### src/rtl/iq_pkg.sv
// Shared definitions for the issue queue: entry layout, opcode field position, branch decode.
// Latency: none (types, constants and a pure function only).
// Backpressure: not applicable.
package iq_pkg;

    // Opcode lives in the low byte of the instruction word (entry bits 39:32)
    localparam int OPC_LSB = 32;
    localparam int OPC_MSB = 39;
    localparam int OPC_W   = OPC_MSB - OPC_LSB + 1;

    // Opcodes with bits [5:4] == 2'b11 are control flow; plain jumps are never speculated past
    localparam logic [OPC_W-1:0] OPC_BR_MASK = 8'h30;
    localparam logic [OPC_W-1:0] OP_JMP      = 8'h30;

    typedef struct packed {
        logic        taken;
        logic [24:0] taken_addr;
        logic [5:0]  id;
        logic [31:0] inst;
        logic [31:0] pc;
    } iq_entry_t;

    localparam int IQ_ENTRY_W = $bits(iq_entry_t);

    function automatic logic is_branch(input logic [OPC_W-1:0] opc);
        return ((opc & OPC_BR_MASK) == OPC_BR_MASK) && (opc != OP_JMP);
    endfunction

endpackage

### src/rtl/iq_spec_scan.sv
// Speculation mask: an ordered slot is speculative once any older allocated branch precedes it.
// Latency: purely combinational.
// Backpressure: not applicable.
module iq_spec_scan
    import iq_pkg::*;
#(
    parameter int DEPTH = 8
) (
    input  logic [DEPTH-1:0]       ord_alloc,
    input  logic [DEPTH*OPC_W-1:0] ord_opc,
    output logic [DEPTH-1:0]       spec
);

    logic acc;

    // Prefix-OR of "allocated branch" walking from oldest to youngest
    always_comb begin
        spec = '0;
        acc  = 1'b0;
        for (int j = 1; j < DEPTH; j++) begin
            acc     = acc | (ord_alloc[j-1] & is_branch(ord_opc[(j-1)*OPC_W +: OPC_W]));
            spec[j] = acc;
        end
    end

endmodule

### src/rtl/issue_queue_param.sv
// Circular issue queue: in-order alloc, out-of-order issue, in-order retire, branch flush.
// Latency: outputs combinational from state; pushes visible next cycle (same cycle with IQ_BYPASS_EN).
// Backpressure: lanes beyond the advertised free count are dropped; callers must watch free.
module issue_queue_param
    import iq_pkg::*;
#(
    parameter  int DEPTH   = 8,
    parameter  int ENTRY_W = 96,
    parameter  int PUSH_W  = 2,
    parameter  int POP_W   = 2,
    parameter  int RET_W   = 2,
    localparam int IDX_W   = $clog2(DEPTH)
) (
    input  logic                       clk,
    input  logic                       reset_n,
    input  logic [PUSH_W-1:0]          push,
    input  logic [PUSH_W*ENTRY_W-1:0]  push_data,
    output logic [IDX_W:0]             free,
    input  logic [POP_W-1:0]           pop,
    input  logic [POP_W*IDX_W-1:0]     pop_key,
    input  logic [RET_W-1:0]           retire,
    input  logic                       flush,
    input  logic [IDX_W-1:0]           flush_idx,
    output logic [DEPTH*ENTRY_W-1:0]   slot_data,
    output logic [DEPTH*IDX_W-1:0]     slot_index,
    output logic [DEPTH-1:0]           slot_vld,
    output logic [DEPTH-1:0]           spec,
    output logic [RET_W*IDX_W-1:0]     oldest
);

    localparam int CW = IDX_W + 1;

    logic [ENTRY_W-1:0]     mem [DEPTH];
    logic [DEPTH-1:0]       alloc_q, issued_q;
    logic [IDX_W-1:0]       rd_ptr, wr_ptr;
    logic [CW-1:0]          count;

    logic [DEPTH-1:0]       alloc_n, issued_n;
    logic [IDX_W-1:0]       rd_n, wr_n;
    logic [CW-1:0]          count_n;

    logic [CW-1:0]          push_cnt, ret_cnt, accepted, ret_n;
    logic [IDX_W-1:0]       order [DEPTH];
    logic [ENTRY_W-1:0]     view  [DEPTH];
    logic [PUSH_W-1:0]      we;
    logic [DEPTH-1:0]       ord_alloc;
    logic [DEPTH*OPC_W-1:0] ord_opc;
    logic [IDX_W-1:0]       key, pos_f;
    logic                   ret_bad;
`ifdef IQ_BYPASS_EN
    logic [DEPTH-1:0]       fwd;
`endif

    assign free = CW'(DEPTH) - count;

    // Lane counts; pushes are limited by the pre-retire free count, retires by occupancy
    always_comb begin
        push_cnt = '0;
        ret_cnt  = '0;
        for (int k = 0; k < PUSH_W; k++) push_cnt = push_cnt + CW'(push[k]);
        for (int k = 0; k < RET_W; k++)  ret_cnt  = ret_cnt + CW'(retire[k]);
        accepted = (push_cnt > free)  ? free  : push_cnt;
        ret_n    = (ret_cnt  > count) ? count : ret_cnt;
    end

    // Ordered slot j maps to physical rd_ptr + j
    always_comb begin
        for (int j = 0; j < DEPTH; j++) order[j] = rd_ptr + IDX_W'(j);
    end

`ifdef IQ_BYPASS_EN
    // Ordered slots being filled by this cycle's accepted push lanes
    always_comb begin
        fwd = '0;
        for (int j = 0; j < DEPTH; j++)
            fwd[j] = !flush && (CW'(j) >= count) && (CW'(j) < count + accepted);
    end
`endif

    // Oldest-first view of the queue; empty slots read as zero
    always_comb begin
        slot_data  = '0;
        slot_index = '0;
        slot_vld   = '0;
        ord_alloc  = '0;
        ord_opc    = '0;
        for (int j = 0; j < DEPTH; j++) begin
            view[j]      = alloc_q[order[j]] ? mem[order[j]] : '0;
            ord_alloc[j] = alloc_q[order[j]];
            slot_vld[j]  = alloc_q[order[j]] & ~issued_q[order[j]];
`ifdef IQ_BYPASS_EN
            if (fwd[j]) begin
                view[j]      = push_data[(j - int'(count))*ENTRY_W +: ENTRY_W];
                ord_alloc[j] = 1'b1;
                slot_vld[j]  = 1'b1;
            end
`endif
            slot_data[j*ENTRY_W +: ENTRY_W] = view[j];
            slot_index[j*IDX_W +: IDX_W]    = order[j];
            ord_opc[j*OPC_W +: OPC_W]       = view[j][OPC_MSB:OPC_LSB];
        end
    end

    // Physical indices of the retire window
    always_comb begin
        oldest = '0;
        for (int k = 0; k < RET_W; k++) oldest[k*IDX_W +: IDX_W] = order[k];
    end

    iq_spec_scan #(
        .DEPTH (DEPTH)
    ) u_spec (
        .ord_alloc (ord_alloc),
        .ord_opc   (ord_opc),
        .spec      (spec)
    );

    // Next state: push/pop unless flushing, flush trims younger entries, retire clears last so it beats pop
    always_comb begin
        alloc_n  = alloc_q;
        issued_n = issued_q;
        rd_n     = rd_ptr + ret_n[IDX_W-1:0];
        wr_n     = wr_ptr;
        count_n  = count;
        we       = '0;
        key      = '0;
        pos_f    = flush_idx - rd_ptr;
        if (!flush) begin
            for (int k = 0; k < PUSH_W; k++) begin
                if (CW'(k) < accepted) begin
                    we[k]                             = 1'b1;
                    alloc_n[wr_ptr + IDX_W'(k)]  = 1'b1;
                    issued_n[wr_ptr + IDX_W'(k)] = 1'b0;
                end
            end
            for (int l = 0; l < POP_W; l++) begin
                if (pop[l]) begin
                    key = pop_key[l*IDX_W +: IDX_W];
                    if (alloc_q[order[key]]) issued_n[order[key]] = 1'b1;
`ifdef IQ_BYPASS_EN
                    else if (fwd[key]) issued_n[order[key]] = 1'b1;
`endif
                end
            end
            wr_n    = wr_ptr + accepted[IDX_W-1:0];
            count_n = count + accepted - ret_n;
        end else begin
            for (int j = 0; j < DEPTH; j++) begin
                if (IDX_W'(j) > pos_f) begin
                    alloc_n[order[j]]  = 1'b0;
                    issued_n[order[j]] = 1'b0;
                end
            end
            // Branch retiring in the flush cycle leaves nothing behind it
            if ({1'b0, pos_f} < ret_n) begin
                count_n = '0;
                wr_n    = rd_n;
            end else begin
                count_n = {1'b0, pos_f} + CW'(1) - ret_n;
                wr_n    = flush_idx + IDX_W'(1);
            end
        end
        for (int k = 0; k < RET_W; k++) begin
            if (CW'(k) < ret_n) begin
                alloc_n[order[k]]  = 1'b0;
                issued_n[order[k]] = 1'b0;
            end
        end
    end

    // Control state register
    always_ff @(posedge clk or negedge reset_n) begin
        if (!reset_n) begin
            alloc_q  <= '0;
            issued_q <= '0;
            rd_ptr   <= '0;
            wr_ptr   <= '0;
            count    <= '0;
        end else begin
            alloc_q  <= alloc_n;
            issued_q <= issued_n;
            rd_ptr   <= rd_n;
            wr_ptr   <= wr_n;
            count    <= count_n;
        end
    end

    // Payload RAM; contents are masked by alloc so no reset is needed
    always_ff @(posedge clk) begin
        for (int k = 0; k < PUSH_W; k++) begin
            if (we[k]) mem[wr_ptr + IDX_W'(k)] <= push_data[k*ENTRY_W +: ENTRY_W];
        end
    end

    // An entry may only retire after it has issued
    always_comb begin
        ret_bad = 1'b0;
        for (int k = 0; k < RET_W; k++) begin
            if ((CW'(k) < ret_n) && !issued_q[order[k]]) ret_bad = 1'b1;
        end
    end

    assert property (@(posedge clk) disable iff (!reset_n) !ret_bad);

endmodule

### config.mk
export PLATFORM = sky130hd
export DESIGN_NAME = issue_queue_param
export DESIGN_NICKNAME = d
export VERILOG_FILES = /design/src/rtl/iq_pkg.sv /design/src/rtl/iq_spec_scan.sv /design/src/rtl/issue_queue_param.sv
export SDC_FILE = /design/constraint.sdc
export NUM_CORES = 2
export LEC_CHECK = 0
export CORE_ASPECT_RATIO = 2
export CORE_MARGIN = 2
export CORE_UTILIZATION = 33
export DETAILED_ROUTE_END_ITERATION = 10
export HOLD_SLACK_MARGIN = 0.03
export PLACE_DENSITY = 0.54
export SLEW_MARGIN = 0
export SYNTH_ARGS = -nofsm -noshare
export SYNTH_HDL_FRONTEND = slang
export SYNTH_HIERARCHICAL = 1
export SYNTH_SLANG_ARGS = --single-unit
### constraint.sdc
create_clock -name clk -period 6.7 [get_ports clk]
set_clock_uncertainty 0.2 [all_clocks]
set_input_delay 1.34 -clock clk [delete_from_list [all_inputs] [get_ports clk]]
set_output_delay 1.34 -clock clk [all_outputs]
set_load 0.01 [all_outputs]
# After elaboration in Yosys (flattened, before gate mapping)
# Memories as Yosys holds them, arrays and structs flattened.
# Index checks and enable logic that the tools add are counted.
word_totals:
  reg_bits: 26
  ram_bits: 768
  input_bits: 210
  out_inout_bits: 818
  elab_cells: 301
  memories: 1
op_classes:
  add_sub_neg: 19
  magnitude_cmp: 41
  eq_ne: 14
  mux: 135
  n_bitwise: 67
  reduce_logical: 19
mem_list:
  columns: ["memory", "words", "width", "rd", "rd_ports_with_merged_regs", "wr", "line", "text"]
  rows:
  - ["mem", 8, 96, 8, 0, 2, "issue_queue_param.sv:33", "logic [ENTRY_W-1:0] mem [DEPTH];"]
ops:
  columns: ["operator", "count"]
  rows:
  - ["96-bit 2-to-1 mux", 8]
  - ["8-bit 2-to-1 mux", 48]
  - ["8-bit AND", 22]
  - ["8-bit inverter", 10]
  - ["8-bit by 6-bit inequality test with 1-bit output, second input constant", 7]
  - ["1-bit binary-select mux with 3-bit select", 18]
  - ["3-bit by 4-bit less-than comparator with 1-bit output, second input constant", 12]
  - ["1-bit demux with 3-bit select", 12]
  - ["3-bit by 1-bit >= comparator with 1-bit output, second input constant", 12]
  - ["1-bit 2-to-1 mux", 36]
  - ["8-bit bitwise OR", 4]
  - ["1-bit logical AND", 19]
  - ["3-bit binary-select mux with 3-bit select", 2]
  - ["3-bit 2-to-1 mux", 6]
  - ["1-bit by 4-bit less-than comparator with 1-bit output, first input constant", 4]
  - ["4-bit 2-to-1 mux", 4]
  - ["1-bit AND", 15]
  - ["2-bit == test, second input constant", 7]
  - ["3-bit adder, second input constant", 4]
  - ["3-bit > comparator, first input constant", 4]
  - ["3-bit by 1-bit adder with 3-bit output, second input constant", 3]
  - ["4-bit >= comparator, second input constant", 2]
  - ["2-bit by 4-bit > comparator with 1-bit output", 2]
  - ["1-bit inverter", 8]
  - ["other kinds (14)", 26]

# Logic depth before layout (Yosys ltp)
logic_depth:
  depth_word: 33
  ltp_mapped: 19
  ltp_nobuf: 17

# By module
# The synthesis kept the hierarchy.
by_module_without_submodules:
  columns: ["module", "n_inst", "cells_per_inst", "area_per_inst_um2", "seq_area_each_um2"]
  rows:
  - ["issue_queue_param", 1, 5612, 65086.2, 23712.7]
  - ["iq_spec_scan", 1, 38, 224.0, 0.0]

# Worst setup path before layout
# No wires, ideal clock.
synth_path:
  path_kind: "in2reg"
  from: "in push[0]"
  to: "mem mem[2][0] (enable)"
  setup_ps: 552
  t_arrival_ps: 6873
  t_required_ps: 5948
  path_slack_ps: -925
  path_stages: 8
  n_path_buf: 0
  path_cell_list: "ha_1 -> inv_1 -> ha_1 -> a221oi_2 -> a211oi_1 -> nor3_1 -> a32oi_1 -> nor2_1"
synth_rtl:
  columns: ["item", "line", "text"]
  rows:
  - ["start: declaration", "issue_queue_param.sv:16", "input logic [PUSH_W-1:0] push,"]
  - ["end: declaration", "issue_queue_param.sv:33", null]

# Final worst setup path
layout_path:
  from: "reg rd_ptr[0]"
  to: "out spec[5]"
layout_via:
  elab_chain_len: 11
  word_cells_on_any_way: 44
  cone_classes: "add/sub (4); eq/ne (10); mux (15); bitwise (9); reduce/logical (5); memory (1)"
layout_rtl:
  columns: ["item", "line", "text"]
  rows:
  - ["start: declaration", "issue_queue_param.sv:35", "logic [IDX_W-1:0] rd_ptr, wr_ptr;"]
  - ["start signal: assignment", "issue_queue_param.sv:182", "rd_ptr <= rd_n;"]
  - ["3-bit by 1-bit adder with 3-bit output", "issue_queue_param.sv:68", "for (int j = 0; j < DEPTH; j++) order[j] = rd_ptr + IDX_W'(j);"]
  - ["1-bit binary-select mux with 3-bit select", "issue_queue_param.sv:88, issue_queue_param.sv:89", null]
  - ["1-bit 2-to-1 mux (implied by the code)", "issue_queue_param.sv:88, issue_queue_param.sv:89", null]
  - ["96-bit 2-to-1 mux", "issue_queue_param.sv:88", "view[j] = alloc_q[order[j]] ? mem[order[j]] : '0;"]
  - ["8-bit by 6-bit inequality test with 1-bit output or 2-bit == test (tied branches)", "iq_pkg.sv:26", "return ((opc & OPC_BR_MASK) == OPC_BR_MASK) && (opc != OP_JMP);"]
  - ["1-bit logical AND", "iq_pkg.sv:26", null]
  - ["1-bit AND", "iq_spec_scan.sv:21", "acc = acc | (ord_alloc[j-1] & is_branch(ord_opc[(j-1)*OPC_W +: OPC_W]));"]
  - ["1-bit bitwise OR (3 in a row)", "iq_spec_scan.sv:21", null]
  - ["1-bit bitwise OR (*)", "iq_spec_scan.sv:21", null]
  - ["end: declaration", "issue_queue_param.sv:27", "output logic [DEPTH-1:0] spec,"]
# Every way passes the cells marked *; elsewhere a longest branch is shown, timed or not. The select of a mux whose other input is x is not followed.

==> results.cfg <==
[synthesis]
synth.avg_cell_area_um2 = 11.6
syn_area_um2 = 65300
synth_warnings = 6
synth_cells = 5649

[timing]
fin_crit_sh = 0.969
setup_viol = 0
rsz0062_at_grt = no
max_freq_mhz = 154
hold_viol = 0
tns_ns = 0
relSlewSlack = 0.199
holdWs_ns = 0.400
setup_ws_ns = 0.206
final_max_slew_viol_count = 0
worstMarginPinSlew_ns = 1.20
post-route-min-period_ns = 6.49

[power]
cellLeakagePower_nw = 27.0
powerDensity_nw_per_um2 = 615
peakVddDrop_v = 0.000754
total_power_mw = 50.0

[setup_path]
critPathKind = flip-flop to primary output
critPathTopFamily = buffers and inverters
timing.rr.start = rd_ptr[0]$_DFF_PN0_
end_kind = primary output
timing.critical_path.cells = inv_1 > ha_4 > buf_12 > mux4_2 > nand2_1 > a21oi_1 > nor4_1 > a21oi_1 > a41oi_1 > nand2_1 > clkdlybuf4s50_1
crit_path_max_fanout = 96
start_kind = flip-flop
slowest_stage = dfrtp_4
critical_path_required_ns = 5.16
slowest_delay_ns = 0.71
crit_buf_inv = 3
startpoint = rd_ptr[0]$_DFF_PN0_
arrival_ns = 4.95
r2r_slack_ns = 1.43

[floorplan]
die_x_um = 319
die_y_um = 633
coreArea_um2 = 197000
pin_count = 1028
dieArea_um2 = 202000
rows = 231
start_util = 0.331

[placed_design]
gp_congestion = 0.935
dp.cells = 8845
dpl_worst_slack_ns = 0.731
placed_area_um2 = 78400
portBuffers = 1026
hpwl_um = 213000

[drt]
vias_per_cell = 6.28
drt_iter0_markers = 5883
drt-pass1-iter-count = 7
top_layer_used = met5
num_vias = 56700
wl_per_cell_um = 34.1
wl_met3_um = 27900
wl_um = 308000
dr_wl_met2_um = 152000
wl_met1_um = 107000
postRouteAntennaNets = 0
drc = 0

[hold_path]
hold_path.startpoint = issued_q[4]$_DFF_PN0_
holdCritPathClass = flip-flop to flip-flop

[finish]
final_cell_mix = nand2_1 (1,581), clkdlybuf4s50_1 (1,026), a21oi_1 (788)
drive_gt1_frac = 0.269
utilization = 0.411
fin_cells = 9034
nFillCells = 18700
synthToLayoutAreaGrowth_pct = 24.3
final_common_cell = nand2_1
nNetsFinal = 6616
final_area_um2 = 81200

[clock_network]
cts_hold_buf = 0
clock_sinks = 794
ctsLongestPathBuffers = 3
cts_buffers = 83
htreeDepth = 3
cts.clk_slew.worst_paths_ns = 0.07
cts_tree = built
clock-root-buffer = clkbuf_16
insertion_delay_ns = 0.67

[grt]
grt_pass1_vias = 55100
antenna_found_initial = 51
grt-ovfl-total = 0
track_usage = 0.295
grt_max_degree = 137
grt_first_pass_wirelength_um = 426000

[status]
status = finished, final reports clean

[run]
cap_violations = 0
[routing by layer]
layer / track usage / vias up
li1: - / 23000
met1: 0.334 / 29200
met2: 0.507 / 3626
met3: 0.0656 / 767
met4: 0.181 / 22
met5: 0 / -
[worst min-delay path, stage by stage (launching register included)]
cell      delay, ns
dfrtp_1        0.42
nand2_1        0.07
a21boi_0       0.07
[path summary, 6_finish.rpt]
check,end,depth (start not counted)
max,spec[5],11
min in group asynchronous,count[3]$_DFF_PN0_,2
min reg2reg,issued_q[4]$_DFF_PN0_,2
min,issued_q[4]$_DFF_PN0_,2
max reg2reg,issued_q[7]$_DFF_PN0_,11
max in group asynchronous,rd_ptr[0]$_DFF_PN0_,2
[state kept, by name, indices dropped and copies added (netlist names)]
name / flops
rd_ptr: 3
alloc_q: 8
issued_q: 8
mem: 768
wr_ptr: 3
count: 4
[power by group]
group	internal (mW)	switching, mW	total, mW	leakage [nW]
clock	2.59	2.22	4.81	1.27
combinational	14.9	22.7	37.7	18.4
sequential	6.66	0.826	7.48	7.30
[layout make-up]
cell class | instances | area, µm² | area share
well taps | 2563 | 3210 | 0.0395
clock buffers | 99 | 2160 | 0.0266
multi-input cells | 4254 | 39100 | 0.482
flip-flops and latches | 794 | 23700 | 0.292
repair buffers | 1181 | 12100 | 0.149
inverters | 56 | 270 | 0.00333
clock inverters | 51 | 500 | 0.00617
diodes | 36 | 90.1 | 0.00111
[repair_timing]
action                                  CTS  global route
endpoints found under the setup margin    1             7
setup buffers                             0             3
pin swaps                                 0             0
resized for setup                         1             3
cloned                                    0             0
Note: power is estimated with default switching activity, not from simulation.
